### src/rtl/wb_bus_pkg.sv
// Shared types and default address map for the Wishbone bus decoder.
package wb_bus_pkg;

    typedef enum logic [1:0] {TGT_S0, TGT_S1, TGT_NONE} wb_target_t;

    localparam logic [31:0] RAM_BASE    = 32'h0000_0000;
    localparam logic [31:0] RAM_MASK    = 32'hF000_0000;
    localparam logic [31:0] PERIPH_BASE = 32'h1000_0000;
    localparam logic [31:0] PERIPH_MASK = 32'hF000_0000;

endpackage

### src/rtl/wb_addr_match.sv
// Masked base-address comparator for one slave region.
module wb_addr_match (
    input  logic [31:0] adr_i,
    input  logic [31:0] base_i,
    input  logic [31:0] mask_i,
    output logic        hit_o
);

    assign hit_o = (adr_i & mask_i) == base_i;

endmodule

### src/rtl/wb_bus_decoder.sv
// Routes one pipelined Wishbone master to RAM / peripheral slaves, answering
// unmapped addresses itself and holding off target switches until drained.
module wb_bus_decoder
    import wb_bus_pkg::*;
#(
    parameter logic [31:0] S0_BASE         = RAM_BASE,
    parameter logic [31:0] S0_MASK         = RAM_MASK,
    parameter logic [31:0] S1_BASE         = PERIPH_BASE,
    parameter logic [31:0] S1_MASK         = PERIPH_MASK,
    parameter int          MAX_OUTSTANDING = 4
) (
    input  logic        clk_i,
    input  logic        rst_i,
    input  logic [31:0] s_wb_adr_i,
    input  logic [31:0] s_wb_dat_i,
    output logic [31:0] s_wb_dat_o,
    input  logic [3:0]  s_wb_sel_i,
    input  logic        s_wb_we_i,
    input  logic        s_wb_stb_i,
    input  logic        s_wb_cyc_i,
    output logic        s_wb_ack_o,
    output logic        s_wb_stall_o,
    output logic [31:0] m0_wb_adr_o,
    output logic [31:0] m0_wb_dat_o,
    output logic [3:0]  m0_wb_sel_o,
    output logic        m0_wb_we_o,
    output logic        m0_wb_stb_o,
    output logic        m0_wb_cyc_o,
    input  logic [31:0] m0_wb_dat_i,
    input  logic        m0_wb_ack_i,
    input  logic        m0_wb_stall_i,
    output logic [31:0] m1_wb_adr_o,
    output logic [31:0] m1_wb_dat_o,
    output logic [3:0]  m1_wb_sel_o,
    output logic        m1_wb_we_o,
    output logic        m1_wb_stb_o,
    output logic        m1_wb_cyc_o,
    input  logic [31:0] m1_wb_dat_i,
    input  logic        m1_wb_ack_i,
    input  logic        m1_wb_stall_i
);

    localparam int          CW      = $clog2(MAX_OUTSTANDING + 1);
    localparam logic [CW-1:0] MAX_CNT = CW'(MAX_OUTSTANDING);

    logic          hit0, hit1;
    wb_target_t    dec;
    wb_target_t    target_q, target_d;
    logic [CW-1:0] count_q, count_d;
    logic          ack_pend_q, ack_pend_d;
    logic          busy, own_stall, slv_stall, stall, accept;
    logic          tgt_ack, ack_int;

    wb_addr_match u_match0 (.adr_i(s_wb_adr_i), .base_i(S0_BASE), .mask_i(S0_MASK), .hit_o(hit0));
    wb_addr_match u_match1 (.adr_i(s_wb_adr_i), .base_i(S1_BASE), .mask_i(S1_MASK), .hit_o(hit1));

    always_comb begin
        dec = TGT_NONE;
        if (hit0)      dec = TGT_S0;
        else if (hit1) dec = TGT_S1;
    end

    assign busy      = count_q != '0;
    assign own_stall = (count_q == MAX_CNT) || (busy && dec != target_q);

    always_comb begin
        slv_stall = 1'b0;
        case (dec)
            TGT_S0:  slv_stall = m0_wb_stall_i;
            TGT_S1:  slv_stall = m1_wb_stall_i;
            default: slv_stall = 1'b0;
        endcase
    end

    assign stall  = own_stall | slv_stall;
    assign accept = s_wb_cyc_i & s_wb_stb_i & ~stall;

    // Only the slave that owns the outstanding requests may acknowledge.
    always_comb begin
        tgt_ack    = 1'b0;
        s_wb_dat_o = '0;
        case (target_q)
            TGT_S0: begin
                tgt_ack    = m0_wb_ack_i;
                s_wb_dat_o = m0_wb_dat_i;
            end
            TGT_S1: begin
                tgt_ack    = m1_wb_ack_i;
                s_wb_dat_o = m1_wb_dat_i;
            end
            default: begin
                tgt_ack    = ack_pend_q;
                s_wb_dat_o = '0;
            end
        endcase
    end

    assign ack_int      = s_wb_cyc_i & busy & tgt_ack;
    assign s_wb_ack_o   = ack_int;
    assign s_wb_stall_o = stall & ~rst_i;

    assign m0_wb_adr_o = s_wb_adr_i;
    assign m0_wb_dat_o = s_wb_dat_i;
    assign m0_wb_sel_o = s_wb_sel_i;
    assign m0_wb_we_o  = s_wb_we_i;
    assign m1_wb_adr_o = s_wb_adr_i;
    assign m1_wb_dat_o = s_wb_dat_i;
    assign m1_wb_sel_o = s_wb_sel_i;
    assign m1_wb_we_o  = s_wb_we_i;

    assign m0_wb_stb_o = ~rst_i & s_wb_stb_i & s_wb_cyc_i & (dec == TGT_S0) & ~own_stall;
    assign m1_wb_stb_o = ~rst_i & s_wb_stb_i & s_wb_cyc_i & (dec == TGT_S1) & ~own_stall;
    assign m0_wb_cyc_o = ~rst_i & s_wb_cyc_i & ((busy && target_q == TGT_S0) || dec == TGT_S0);
    assign m1_wb_cyc_o = ~rst_i & s_wb_cyc_i & ((busy && target_q == TGT_S1) || dec == TGT_S1);

    always_comb begin
        count_d    = count_q;
        target_d   = target_q;
        ack_pend_d = 1'b0;
        if (!s_wb_cyc_i) begin
            count_d  = '0;
            target_d = TGT_NONE;
        end else begin
            if (accept) target_d = dec;
            ack_pend_d = accept && dec == TGT_NONE;
            if (accept && !ack_int)      count_d = count_q + 1'b1;
            else if (!accept && ack_int) count_d = count_q - 1'b1;
        end
    end

    always_ff @(posedge clk_i or posedge rst_i) begin
        if (rst_i) begin
            count_q    <= '0;
            target_q   <= TGT_NONE;
            ack_pend_q <= 1'b0;
        end else begin
            count_q    <= count_d;
            target_q   <= target_d;
            ack_pend_q <= ack_pend_d;
        end
    end

endmodule

### config.mk
export PLATFORM = sky130hd
export DESIGN_NAME = wb_bus_decoder
export DESIGN_NICKNAME = d
export VERILOG_FILES = /design/src/rtl/wb_bus_pkg.sv /design/src/rtl/wb_addr_match.sv /design/src/rtl/wb_bus_decoder.sv
export SDC_FILE = /design/constraint.sdc
export NUM_CORES = 1
export LEC_CHECK = 0
export ABC_AREA = 1
export CORE_MARGIN = 10
export CORE_UTILIZATION = 32
export DETAILED_ROUTE_END_ITERATION = 10
export HOLD_SLACK_MARGIN = 0.06
export PLACE_DENSITY = 0.94
export SETUP_SLACK_MARGIN = 0.5
export SYNTH_ARGS = -nofsm -noshare
export SYNTH_HDL_FRONTEND = slang
export SYNTH_HIERARCHICAL = 1
export SYNTH_SLANG_ARGS = --single-unit
### constraint.sdc
create_clock -name clk_i -period 2.6 [get_ports clk_i]
set_input_delay 0.52 -clock clk_i [delete_from_list [all_inputs] [get_ports clk_i]]
set_output_delay 0.52 -clock clk_i [all_outputs]
set_load 0.03 [all_outputs]
==> results by group <==
Outcome
  – Status: finished, violations left
  – Failing checks: setup timing

Timing
  – Fmax: 372 MHz
  – RSZ-0062 raised after global routing: true
  – Final setup fails: 5
  – Skew final: 0.00512 ns
  – Worst setup margin: -0.0903 ns
  – Setup TNS: -0.279 ns
  – Period utilisation layout: 1.03
  – Fin crit period: 2.69 ns
  – Final Slew Violations: 0
  – Fin. Hold Viols: 0

Setup path
  – R2r worst-path depth: 11
  – Largest fanout on the critical path: 4
  – Critical R2R Launch: count_q[0]
  – Crit-path most repeated cell: nand2_1
  – Critical Path RT: 2.08 ns
  – R2R Setup Slk: 0.44 ns
  – Crit start category: input port
  – WP data arrival: 2.17 ns
  – Slowest cell on crit path: nor2_4
  – Critical path type: input port to output pin
  – CP cell instances: buf_6 -> nand3b_1 -> nand2_1 -> nor2_1 -> nand2_1 -> nor2_1 -> nand2_1 -> nor2_4 -> nor2_4 -> nand2_2 -> nand3_4 -> o21bai_4 -> inv_4 -> nor3_4 -> buf_12
  – Worst reg2reg endpoint: count_q[1]
  – Critical Path Sink Type: output pin
  – Slowest stage delay, CP: 0.22 ns

Placed design
  – Port-buffer cells: 205
  – Final RePlAce weighted congestion: just under 0.9
  – Inst Count DP: 1,071
  – DPL Wire Length: 12,800 um
  – Placement Setup Slack: -0.591 ns

GRT
  – Pin count of the biggest net entering global routing: 34
  – Vias in the first global route: 4,067
  – First-pass GRT wire length: 21,400 um
  – All-layer global routing usage: 0.182
  – Grt ovf: 0
  – Initial antenna violation count: 0

Synth
  – Synthesis warning total: 6
  – Post-Syn Area: 3360 um^2
  – Syn Area/Cell: 5.55 um^2
  – Post-synthesis sequential area ratio: 0.0451
  – Yosys reg bits: 6
  – Cell count after synthesis: slightly above 600
  – Distinct cells, synth: 30

Pwr
  – Static Leak: about 3.3 nW
  – Peak supply drop: 220 uV
  – Power Dens Cells: about 320 nW/um^2
  – Pwr Total: 1.92 mW

Detailed routing
  – Routed WL: 14,700 um
  – Routed vias/inst: 3.83
  – WL/cell: 13.5 um
  – DR top layer: met4
  – Routed wl met2: roughly 6800 um
  – First-pass DRT Iterations: 5
  – Met1 Routed Length: 4970 um
  – Met3 WL: 2700 um
  – Drt initial violations: 161
  – Via count: 4,167
  – DRT antenna net count: 0
  – DRC viols: 0

Clock network
  – CTS buffer count: 3
  – Reg clk slew, reported paths: 0.04 ns
  – Clock sink count: 6
  – H-tree depth: 1
  – Hold Buf Count CTS: 0
  – Clock Tree Buf Depth: 2
  – CTS tree: done
  – Clk_lat worst skew: 0.24 ns
  – Root Buffer: clkbuf_8

Die
  – Die area: approximately 15,000 um^2
  – Placement Rows: 37
  – Die height: 122 um
  – IO Count: 317
  – Width of the chip: around 120 um
  – Initial Util: 0.327
  – Core area: 10,300 um^2

Cells and area
  – Final Non-Filler Cells: 1,089
  – Leading cell type in the layout, fill and taps excluded: conb_1
  – Fillcell total: 966
  – Final nets: 1,096
  – Register Area: 151 um^2
  – Core Util, Final: 0.590
  – Area occupied by multi-input gates: around 3100 um^2
  – Fraction of layout cells with a size suffix above 1: 0.130
  – Most frequent cells in the layout: conb_1, nand2_1, clkdlybuf4s50_1
  – Area delta synth->final: 80.8%
  – Diode count: 0

Worst hold path
  – WHS Path Cells: 2
  – Worst Hold Endpoint: count_q[0]
  – Hold path startpoint: count_q[0]
  – Tightest Hold Check Type: register to register

Run
  – Max-cap check violation count: 0
==> registers in the layout, summed over array words and instances, names as in the netlist <==
signal and flops:
target_q 2, count_q 3, ack_pend_q 1
==> cells in the mapped netlist <==
cell type | count | share of area
a21oi_2 | 1 | 0.0026
fa_1 | 1 | 0.0060
xnor2_1 | 1 | 0.0026
nor3_1 | 2 | 0.0030
nand3_1 | 35 | 0.052
conb_1 | 2 | 0.0022
a22o_1 | 32 | 0.084
nor2_2 | 1 | 0.0019
dfstp_2 | 1 | 0.0078
nor3_2 | 1 | 0.0030
nand2_2 | 3 | 0.0056
o21bai_4 | 1 | 0.0056
nor2_1 | 48 | 0.054
nand3_4 | 1 | 0.0052
nand3b_1 | 32 | 0.072
inv_2 | 3 | 0.0034
buf_4 | 138 | 0.31
clkinv_1 | 1 | 0.0011
nor2_4 | 1 | 0.0034
dfrtp_1 | 5 | 0.037
nand3_2 | 1 | 0.0030
nand2_1 | 237 | 0.27
buf_2 | 2 | 0.0030
a21oi_1 | 3 | 0.0045
inv_1 | 42 | 0.047
o22ai_1 | 1 | 0.0019
o21ai_2 | 1 | 0.0026
o21ai_1 | 3 | 0.0045
clkbuf_1 | 4 | 0.0045
nand4_2 | 1 | 0.0037
==> worst max-delay path: cells and delay by family <==
kind | cells | cell delay (ns)
AOI/OAI and AO/OA | 1 | 0.18
buffers and inverters | 3 | 0.32
and+or+nand+nor | 11 | 1.14
==> cell type report <==
class                           instances  area share
Tap cell                              136      0.0280
Multi-Input combinational cell        663       0.513
Sequential cell                         6      0.0249
Timing Repair Buffer                  234       0.397
Clock buffer                            4     0.00742
Inverter                               46      0.0297
==> routing by layer <==
layer	global-route usage	up-vias
li1	-	2227
met2	0.299	229
met4	0.0479	0
met5	0	-
met1	0.171	1689
met3	0.151	22
==> report_power, final <==
part | total, mW | internal, mW | switching [mW]
Clock | 0.158 | 0.106 | 0.0513
Combinational | 1.61 | 0.735 | 0.877
Sequential | 0.146 | 0.124 | 0.0226
Total | 1.92 | 0.965 | 0.951
==> logic make-up after synthesis <==
kind of cell               after synthesis  synth area share
adders and majority gates                1           0.00597
buffers and inverters                  190             0.368
other                                    2           0.00224
xor gates and xnor gates                 1           0.00261
and+or+nand+nor                        363             0.471
DFF                                      6            0.0451
AOI/OAI and AO/OA                       42             0.105
==> worst max-delay path by stage <==
| stage | from | end | slack, ns | depth (start not counted) |
|---|---|---|---|---|
| after floorplan | s_wb_adr_i[28] | count_q[2] | 0.11 | 20 |
| after global placement | s_wb_adr_i[28] | m0_wb_stb_o | -0.55 | 16 |
| after detailed placement | s_wb_adr_i[28] | m0_wb_stb_o | -0.59 | 16 |
| after CTS | s_wb_adr_i[30] | m0_wb_stb_o | -0.11 | 15 |
| after global routing | s_wb_adr_i[28] | s_wb_stall_o | -0.23 | 16 |
| final | s_wb_adr_i[29] | m0_wb_stb_o | -0.09 | 15 |
==> what timing repair did <==
action,in CTS,in global routing
resized for setup,98,47
pin swaps,26,7
setup buffers,8,6
setup endpoints to repair,88,63
==> per-stage QoR <==
stage	instance area (um^2)	hold WS (ns)
6_report	6070	0.494
4_1_cts	5930	0.485
5_1_grt	6070	0.507
3_5_place_dp	5820	0.474
3_3_place_gp	5820	0.465
2_1_floorplan	4380	0.327
(Power assumes the default switching activity.)
